--- config.mk ---
export PLATFORM = sky130hd
export DESIGN_NAME = freq_meter
export DESIGN_NICKNAME = d
export VERILOG_FILES = /design/src/rtl/freq_meter_pkg.sv /design/src/rtl/sync_edge_det.sv /design/src/rtl/freq_meter.sv
export SDC_FILE = /design/constraint.sdc
export NUM_CORES = 1
export LEC_CHECK = 0
export ABC_AREA = 1
export CAP_MARGIN = 20
export CORE_UTILIZATION = 58
export DETAILED_ROUTE_END_ITERATION = 8
export GPL_ROUTABILITY_DRIVEN = 0
export HOLD_SLACK_MARGIN = 0.03
export PLACE_DENSITY = 0.84
export SLEW_MARGIN = 25
export SYNTH_ARGS = -nofsm -noshare
export SYNTH_HDL_FRONTEND = slang
export SYNTH_SLANG_ARGS = --single-unit
--- constraint.sdc ---
create_clock -name clk -period 2.2 [get_ports clk]
set_clock_uncertainty 0.05 [all_clocks]
set_input_delay 0.33 -clock clk [delete_from_list [all_inputs] [get_ports clk]]
set_output_delay 0.33 -clock clk [all_outputs]
set_load 0.03 [all_outputs]
--- src/rtl/freq_meter_pkg.sv ---
// Shared types and defaults for the gated frequency meter.
package freq_meter_pkg;

    localparam int DEFAULT_GATE_CYCLES = 50000;
    localparam int DEFAULT_CNT_W       = 16;

    typedef enum logic {
        ST_IDLE    = 1'b0,
        ST_MEASURE = 1'b1
    } state_e;

    // Width of the window down-counter; it only ever holds GATE_CYCLES-1.
    function automatic int gate_w(input int cycles);
        int w;
        w = $clog2(cycles);
        return (w < 1) ? 1 : w;
    endfunction

endpackage

--- src/rtl/sync_edge_det.sv ---
// Three-flop synchronizer with a one-cycle rising-edge pulse on the
// synchronized copy of an asynchronous input.
module sync_edge_det (
    input  logic clk,
    input  logic rst,
    input  logic d,
    output logic rise
);

    // sync_q[0]/[1] form the synchronizer; sync_q[2] is the edge-detect delay.
    logic [2:0] sync_q;

    always_ff @(posedge clk or negedge rst) begin
        if (!rst) begin
            sync_q <= '0;
        end else begin
            sync_q <= {sync_q[1:0], d};
        end
    end

    assign rise = sync_q[1] & ~sync_q[2];

endmodule

--- src/rtl/freq_meter.sv ---
// Gated frequency counter: counts rising edges of sig_in over a window of
// GATE_CYCLES clk cycles and reports the result with a done pulse.
module freq_meter
    import freq_meter_pkg::*;
#(
    parameter int GATE_CYCLES = DEFAULT_GATE_CYCLES,
    parameter int CNT_W       = DEFAULT_CNT_W
) (
    input  logic             clk,
    input  logic             rst,
    input  logic             sig_in,
    input  logic             start,
    input  logic             cont,
    output logic             busy,
    output logic             done,
    output logic [CNT_W-1:0] count,
    output logic             overflow
);

    localparam int                GATE_W    = gate_w(GATE_CYCLES);
    localparam logic [GATE_W-1:0] GATE_LOAD = GATE_W'(GATE_CYCLES - 1);

    logic             rise;
    state_e           state_q;
    logic             busy_q;
    logic             done_q;
    logic [CNT_W-1:0] count_q;
    logic             ovf_q;
    logic [GATE_W-1:0] gate_q;
    logic [CNT_W-1:0] edge_q;
    logic [CNT_W-1:0] edge_d;
    logic             acc_q;
    logic             acc_d;

    sync_edge_det u_sync (
        .clk  (clk),
        .rst  (rst),
        .d    (sig_in),
        .rise (rise)
    );

    // Edge count and overflow flag including this cycle's edge; the final
    // window cycle publishes these directly so its edge is not lost.
    always_comb begin
        edge_d = edge_q;
        acc_d  = acc_q;
        if (rise) begin
            if (&edge_q) begin
                acc_d = 1'b1;
            end else begin
                edge_d = edge_q + CNT_W'(1);
            end
        end
    end

    always_ff @(posedge clk or negedge rst) begin
        if (!rst) begin
            state_q <= ST_IDLE;
            busy_q  <= 1'b0;
            done_q  <= 1'b0;
            count_q <= '0;
            ovf_q   <= 1'b0;
            gate_q  <= '0;
            edge_q  <= '0;
            acc_q   <= 1'b0;
        end else begin
            done_q <= 1'b0;
            case (state_q)
                ST_IDLE: begin
                    if (start) begin
                        state_q <= ST_MEASURE;
                        busy_q  <= 1'b1;
                        gate_q  <= GATE_LOAD;
                        edge_q  <= '0;
                        acc_q   <= 1'b0;
                    end
                end
                ST_MEASURE: begin
                    if (gate_q == '0) begin
                        count_q <= edge_d;
                        ovf_q   <= acc_d;
                        done_q  <= 1'b1;
                        // Reload unconditionally so continuous mode has no gap.
                        gate_q  <= GATE_LOAD;
                        edge_q  <= '0;
                        acc_q   <= 1'b0;
                        if (!cont) begin
                            state_q <= ST_IDLE;
                            busy_q  <= 1'b0;
                        end
                    end else begin
                        gate_q <= gate_q - GATE_W'(1);
                        edge_q <= edge_d;
                        acc_q  <= acc_d;
                    end
                end
                default: begin
                    state_q <= ST_IDLE;
                    busy_q  <= 1'b0;
                end
            endcase
        end
    end

    assign busy     = busy_q;
    assign done     = done_q;
    assign count    = count_q;
    assign overflow = ovf_q;

endmodule
; ---- Yosys cells after proc, flatten, opt, wreduce, memory -nomap -nowiden
; Cells that the tools add are included.
[op_classes]
reduce_logical = 4
n_eq_ne = 3
n_mux = 23
add_sub_neg = 2
n_bitwise = 3
[op_table]
columns = op, n
row1 = $mux W16, 6
row2 = $pmux W16 S2, 2
row3 = $add A16 B1 Y16 const B, 1
row4 = $logic_not A16 Y1, 1
row5 = $reduce_and A16 Y1, 1
row6 = $sub A16 B1 Y16 const B, 1
row7 = $mux W1, 12
row8 = $pmux W1 S2, 3
row9 = $ne A2 B2 Y1 const B, 2
row10 = $reduce_and A3 Y1, 1
row11 = $ne A2 B1 Y1 const B, 1
row12 = $not A1 Y1, 2
row13 = $reduce_and A2 Y1, 1
row14 = $and A1 B1 Y1, 1
[totals]
inputBits = 5
ff_bits = 56
out_inout_bits = 19

; ---- Logic depth before layout (Yosys ltp)
; Gate-level depths: netlist (run 1).
[logic_depth]
word_depth = 5
depth_mapped = 11
ltp_nobuf = 11

; ---- Cells and area by module
; Synthesis (run 1) repeated with hierarchy kept, for this count alone.
[hier_totals]
hier_cells = 415
hier_area_um2 = 3079.2
[modules_own_cells]
columns = module, instances, area_each_um2, cells_per_inst
row1 = freq_meter, 1, 2994.1, 410
row2 = sync_edge_det, 1, 85.1, 5

; ---- Least setup slack after synthesis (run 1)
; No wires, ideal clock.
[synth_timing]
path_kind = register -> register
from = reg edge_q[0]
to = reg edge_q[0]
arrival_ps = 1362
setup_ps = 134
required_ps = 2016
slack_ps = 654
synth_period_minus_slack_ps = 1546
path_stages_with_launch = 11
cell_sequence = dfrtp_1 ha_1 inv_1 nor2_4 nand2_4 nor2_8 nand2_4 nand2_1 nand2_1 nand3_1 o21ai_0
[synth_between]
elab_chain_len = 5
elab_cells_between_ends = 6
cone_classes = add/sub: 1 / mux: 4 / reduce/logical: 1
[synth_lines]
columns = item, line_no
row1 = start: declaration, freq_meter.sv:30  ; logic [CNT_W-1:0] edge_q;
row2 = start signal: assignment, freq_meter.sv:93  ; edge_q <= edge_d;
row3 = $add A16 B1 Y16 / $reduce_and A16 Y1 (equally long branches), "freq_meter.sv:51, freq_meter.sv:48"
row4 = $mux W16, freq_meter.sv:48  ; if (&edge_q) begin
row5 = $mux W16 *, freq_meter.sv:47  ; if (rise) begin
row6 = $mux W16 *, freq_meter.sv:79  ; if (gate_q == '0) begin
row7 = $pmux W16 S2 *, freq_meter.sv:68  ; case (state_q)
; Every way passes the cells marked *; elsewhere a longest branch is shown, timed or not.
; A chain may end at the register's enable or synchronous reset.

; ---- Final worst setup path (run 1)
[layout_timing]
from = reg gate_q[0]
to = reg count_q[7] (netlist: count[7])
[layout_between]
elab_chain_len = 2
[layout_lines]
columns = item, line_no
row1 = start: declaration, freq_meter.sv:29  ; logic [GATE_W-1:0] gate_q;
row2 = start signal: assignment, freq_meter.sv:92  ; gate_q <= gate_q - GATE_W'(1);
row3 = $logic_not A16 Y1, freq_meter.sv:79
row4 = $reduce_and A2 Y1 (no source line), -
row5 = end signal: assignment, freq_meter.sv:80  ; count_q <= edge_d;
row6 = end: declaration, freq_meter.sv:27  ; logic [CNT_W-1:0] count_q;
; Every way passes these cells.

==> qor.txt, run 1 <==
Status = complete, no violations
CTS tree = done
Die X = 74.2 um
Crit end category = flop
Mapped Cells = 400
Starting Density = 0.620
Leak = 1.76 nW
Synth Area in Compound Gates = 0.0579
Row Count = 25
Fin. Hold Viols = 0
Core area = 4880 um2
Post-Route Utilization = 0.709
RSZ-0062 raised after global routing = no
Synth cell count leaders = 172 x nand2_1, 56 x dfrtp_1, 33 x inv_1, 27 x nor2_1, 25 x nand3_1
Top cells by area, synth = dfrtp_1 46%, nand2_1 21%, nand3_1 4.1%, inv_1 4.1%, nor2_1 3.3%
Worst-path maximum fanout = 11
Dominant register cell in the synthesized netlist = dfrtp_1
Post-Syn Nets = 408
Slew Limit Fails = 0
Required @ worst endpoint = 2.35 ns
DR vias = 2689
Die height = 74.2 um
Total grt overflow = 0
Most frequent cell after synthesis = nand2_1
Vias/cell = 5.40
Power per cell area = 776 nW/um2
Element type at the critical path start = flop
Slew headroom = 0.565
Tcrit/Tclk final = 0.884
Antenna diodes = 0
Root Buffer = clkbuf_8
Initial antenna violation count = 0
Simple-gate share of the synthesized area = 0.380
Hold crit path type = reg2reg
Total power = 2.68 mW
Reg2reg setup slack = 0.25 ns
WS Path Type = reg2reg
Gr usage total = 0.272
Post-CTS Setup Repair Bufs = 0
Die area = 5510 um2
Post-Synth XOR/XNOR Area = 0.0318
Post-synth top area cell = dfrtp_1
IO Pins = 24
Worst endpoint data arrival time = 2.10 ns
Achievable clock frequency = 514 MHz
Netlist cell types = 30
Clk_lat worst skew = 0.32 ns
Smallest hold slack = 0.342 ns
Peak supply drop = 0.494 mV
Max clock buf depth = 2
Largest family of logic cells by synthesized area = simple AND/OR/NAND/NOR gates
Synth top area share = 0.463
Tmin final = 1.95 ns
Setup total negative slack = 0 ns
Synth warn = 0
Layout area overhead = 14.3%
Layout cell share with drive strength beyond 1 = 0.0905
DP Wirelength = 4.85 mm
Largest net degree at the start of global routing = 23
Clock buffers created by TritonCTS = 5
Synth Area in Adders = 0.0124
First-pass iteration count of the detailed router = 5
Post-synth EDFFs = 0
Synthesized flop and latch total = 56
Nets = 439
Clock slew seen by the registers of the worst setup and hold paths = 0.10 ns
Max_cap viols = 0
Worst-margin pin slew = 0.651 ns
H-tree depth = 2
PortBufs = 23
Post-Route WL = 6.71 mm
Remaining DRCs = 0
Wire per inst = 13.5 um
Finish-stage setup viols = 0
Routed Antenna Nets = 0
Global-route wire length before repair = 11.3 mm
Clock Sinks = 56
Post-synth ARST share = 1.00
Mean post-synth cell area = 7.56 um2
Cell area after synthesis = 3030 um2
Register area share after synthesis = 0.463
Initial DRC count = 179
Post-synthesis mux area share = 0
Vias in the first global route = 2602
## cells in the final DEF (no fill, tap or decap)
cell type and instances:
nand2_1 172, dfrtp_1 56, inv_1 33, nor2_1 27, nand3_1 25, clkdlybuf4s50_1 22
o21ai_0 17, nor2_2 8, nand3b_1 7, xor2_1 7, buf_4 7, a21oi_1 6
clkbuf_8 6, nor2_4 4, xnor2_1 4, nand4_1 4, o22ai_1 4, nand2_2 3
ha_1 3, nand2_4 2, o21ai_1 2, nand3_2 1, clkinv_2 1, nor2_8 1
a21oi_4 1, nor3_1 1, nor4_4 1, or2_2 1, a22oi_1 1, o21ai_2 1
clkinv_4 1, dlygate4sd3_1 1, buf_2 1
## through the flow
step                      cell area [um2]  setup WS [ns]  cells
final                                3460          0.254    498
after global routing                 3460          0.105    498
after CTS                            3460          0.289    498
after detailed placement             3350         0.0134    490
after global placement               3350          0.129    490
after floorplan                      3030          0.654    400
## logic make-up after synthesis
group | Yosys count
AND/OR/NAND/NOR | 257
AO/OA/AOI/OAI | 32
XOR/XNOR | 11
buffers and inverters | 41
adder cells (fa/ha/maj) | 3
flip-flops | 56
## cell type report
type	instances	area, um2
multi-input cells	303	1470
fillers	413	1420
flip-flops and latches	56	1400
repair buffers	31	288
inverters	34	129
well taps	67	83.8
clock buffers	6	82.6
clock inverters	1	8.76
## power breakdown
group          leakage, nW  switching [mW]  internal (mW)
registers            0.695           0.205           1.20
clock network       0.0473           0.332          0.252
logic                 1.02           0.421          0.276
total                 1.76           0.958           1.73
## state kept, by name, summed over array words and instances (netlist names)
| name | count |
|---|---|
| acc_q | 1 |
| busy | 1 |
| count | 16 |
| done | 1 |
| edge_q | 16 |
| gate_q | 16 |
| overflow | 1 |
| state_q | 1 |
| u_sync.sync_q | 3 |
## final timing paths
kind	startpoint	endpoint	cells past startpoint
setup / recovery	gate_q[0]	count[7]	8
hold / removal	u_sync.sync_q[0]	u_sync.sync_q[1]	0
setup reg to reg	gate_q[0]	count[7]	8
hold reg to reg	u_sync.sync_q[0]	u_sync.sync_q[1]	0
max in group asynchronous	rst	count[1]	3
min in group asynchronous	rst	count[13]	2
## timing repair
item / in CTS / in global routing
hold buffers: 1 / 0
hold endpoints to repair: 20 / 0
gates resized for setup: 1 / 0
endpoints found under the setup margin: 1 / 0
## per-layer routing
| metal | up-vias | wire [um] | global-route usage |
|---|---|---|---|
| met5 | - | 0 | 0 |
| met4 | 0 | 132 | 0.115 |
| met3 | 11 | 374 | 0.0542 |
| met2 | 71 | 3250 | 0.455 |
| met1 | 1287 | 2950 | 0.345 |
| li1 | 1320 | - | - |
## worst max-delay path: stages, from the launching register on
cell and delay, ns:
dfrtp_1 0.40, inv_1 0.14, ha_1 0.19, nand2_1 0.06
nor2_1 0.30, nand3_2 0.29, buf_4 0.28, nand2_1 0.07
nand2_1 0.05
(Power assumes the default switching activity.)
==> run 2, diff against run 1 <==
- CTS_CLUSTER_SIZE: unset -> 8
==> results of run 2 <==
Final layout, timing and power as in run 1 (identical DEF).
==> run 3, diff against run 2 <==
- CORE_UTILIZATION: 58 -> 60
- DONT_BUFFER_PORTS: unset -> 1
- GPL_TIMING_DRIVEN: unset -> 0
- PLACE_DENSITY: 0.84 -> 0.81
==> qor.txt, run 3 (synthesized netlist as in run 1, its figures left out) <==
Status = complete, no violations
Routed Antenna Nets = 0
GR Util met3 = 0.0442
Required @ worst endpoint = 2.39 ns
Clock slew seen by the registers of the worst setup and hold paths = 0.09 ns
Starting Density = 0.632
Die height = 73.0 um
Worst endpoint data arrival time = 2.12 ns
Met1 Use GR = 0.358
Reg-to-Reg End = gate_q[6]
Post-Route WL = 6.25 mm
Switching Fraction = 0.359
Layout area overhead = 7.28%
Element type at the critical path start = flop
Worst-margin pin slew = 0.757 ns
PortBufs = 0
Row Count = 25
Total grt overflow = 0
WS Path Type = reg2reg
Reg2reg setup slack = 0.27 ns
# fillers = 418
Wire per inst = 13.1 um
Register area = 1400 um2
Fin worst setup slack = 0.271 ns
Slew headroom = 0.492
Hold depth = 2
Worst-path maximum fanout = 10
Peak supply drop = 0.576 mV
H-tree depth = 2
Largest net degree at the start of global routing = 57
Vias in the first global route = 2388
Clk_lat worst skew = 0.31 ns
Post-Route Utilization = 0.678
Core area = 4790 um2
IO Pins = 24
Hold EP = busy
Max clock buf depth = 2
Initial antenna violation count = 0
Met2 Usage GRT = 0.431
R2R Path Start = gate_q[0]
Crit end category = flop
Fin. Hold Viols = 0
Layout cell share with drive strength beyond 1 = 0.0876
Cell Count, Final, Fillers Out = 478
Gr usage total = 0.265
Global route hottest layer = met2
Root Buffer = clkbuf_8
Antenna diodes = 0
Pre-CTS WS = 0.282 ns
Nets = 418
Clock Sinks = 56
Tmin final = 1.93 ns
Area occupied by multi-input gates = 1460 um2
Commonest non-fill, non-tap cell in the layout = nand2_1
Commonest cells after routing, fill and taps aside = 172 x nand2_1, 56 x dfrtp_1, 33 x inv_1
Max_cap viols = 0
Combinational Power Share = 0.256
Vias/cell = 5.30
Dpl cells = 467
Tcrit/Tclk final = 0.877
Leak = 1.68 nW
Initial DRC count = 126
RSZ-0062 raised after global routing = no
Setup total negative slack = 0 ns
Achievable clock frequency = 518 MHz
Power per cell area = 815 nW/um2
Slew Limit Fails = 0
Flop pwr share = 0.531
Post-CTS Setup Repair Bufs = 0
DP Wirelength = 4.49 mm
Remaining DRCs = 0
Clock buffers created by TritonCTS = 5
Hold crit path type = in2reg
Hold path start = cont
Total power = 2.64 mW
Global-route wire length before repair = 10.9 mm
Finish-stage setup viols = 0
Clock power frac = 0.214
First-pass iteration count of the detailed router = 4
P_sw = 0.949 mW
Reg2Reg Depth = 8
Die X = 73.0 um
CTS tree = done
DR vias = 2532
Int Power = 1.70 mW
Die area = 5330 um2
## run 3: critical path: stages, from the launching register on
cell	delay, ns
dfrtp_1	0.39
inv_1	0.13
ha_1	0.20
nand2_1	0.06
nor2_1	0.24
nand3_2	0.34
nand2_1	0.22
inv_1	0.13
nand3_1	0.10
## run 3: timing repair
action,4_1_cts,5_1_grt
hold buffers,3,0
endpoints found under the hold margin,57,0
endpoints found under the setup margin,0,0
resized for setup,0,0
## run 3: power by group through the flow
stage / clock network (mW) / registers (mW) / logic, mW
floorplan: 0 / 1.37 / 0.545
global placement: 0 / 1.41 / 0.618
detailed placement: 0 / 1.41 / 0.647
CTS: 0.578 / 1.40 / 0.678
global route: 0.612 / 1.43 / 0.790
finish: 0.565 / 1.40 / 0.676
## run 3: routing by layer
| layer | wire length (um) | part of all wire |
|---|---|---|
| met1 | 3040 | 0.49 |
| met2 | 2850 | 0.46 |
| met3 | 191 | 0.031 |
| met4 | 161 | 0.026 |
| met5 | 0 | 0 |
## run 3: area by class of cell
class	count	area share
clock buffers	6	0.0224
plain buffers	7	0.0116
well taps	67	0.0258
flip-flops and latches	56	0.432
inverters	34	0.0397
repair buffers	3	0.0146
multi-input cells	303	0.449
clock inverters	2	0.00501
## run 3: how the worst max path moves through the flow
stage / from / cells after the start / end / slack, ns
final: gate_q[0] / 8 / gate_q[6] / 0.27
after detailed placement: gate_q[0] / 8 / count[0] / 0.28
after CTS: gate_q[0] / 8 / count[0] / 0.26
after global routing: gate_q[0] / 8 / gate_q[6] / 0.13
after global placement: gate_q[0] / 8 / count[0] / 0.33
after floorplan: edge_q[0] / 10 / edge_q[0] / 0.65
## run 3: per-stage QoR
step | hold WS (ns) | instance area (um2)
6_report | 0.117 | 3250
5_1_grt | 0.115 | 3250
4_1_cts | 0.111 | 3250
3_5_place_dp | -0.0139 | 3110
3_3_place_gp | -0.0138 | 3110
2_1_floorplan | -0.0156 | 3030
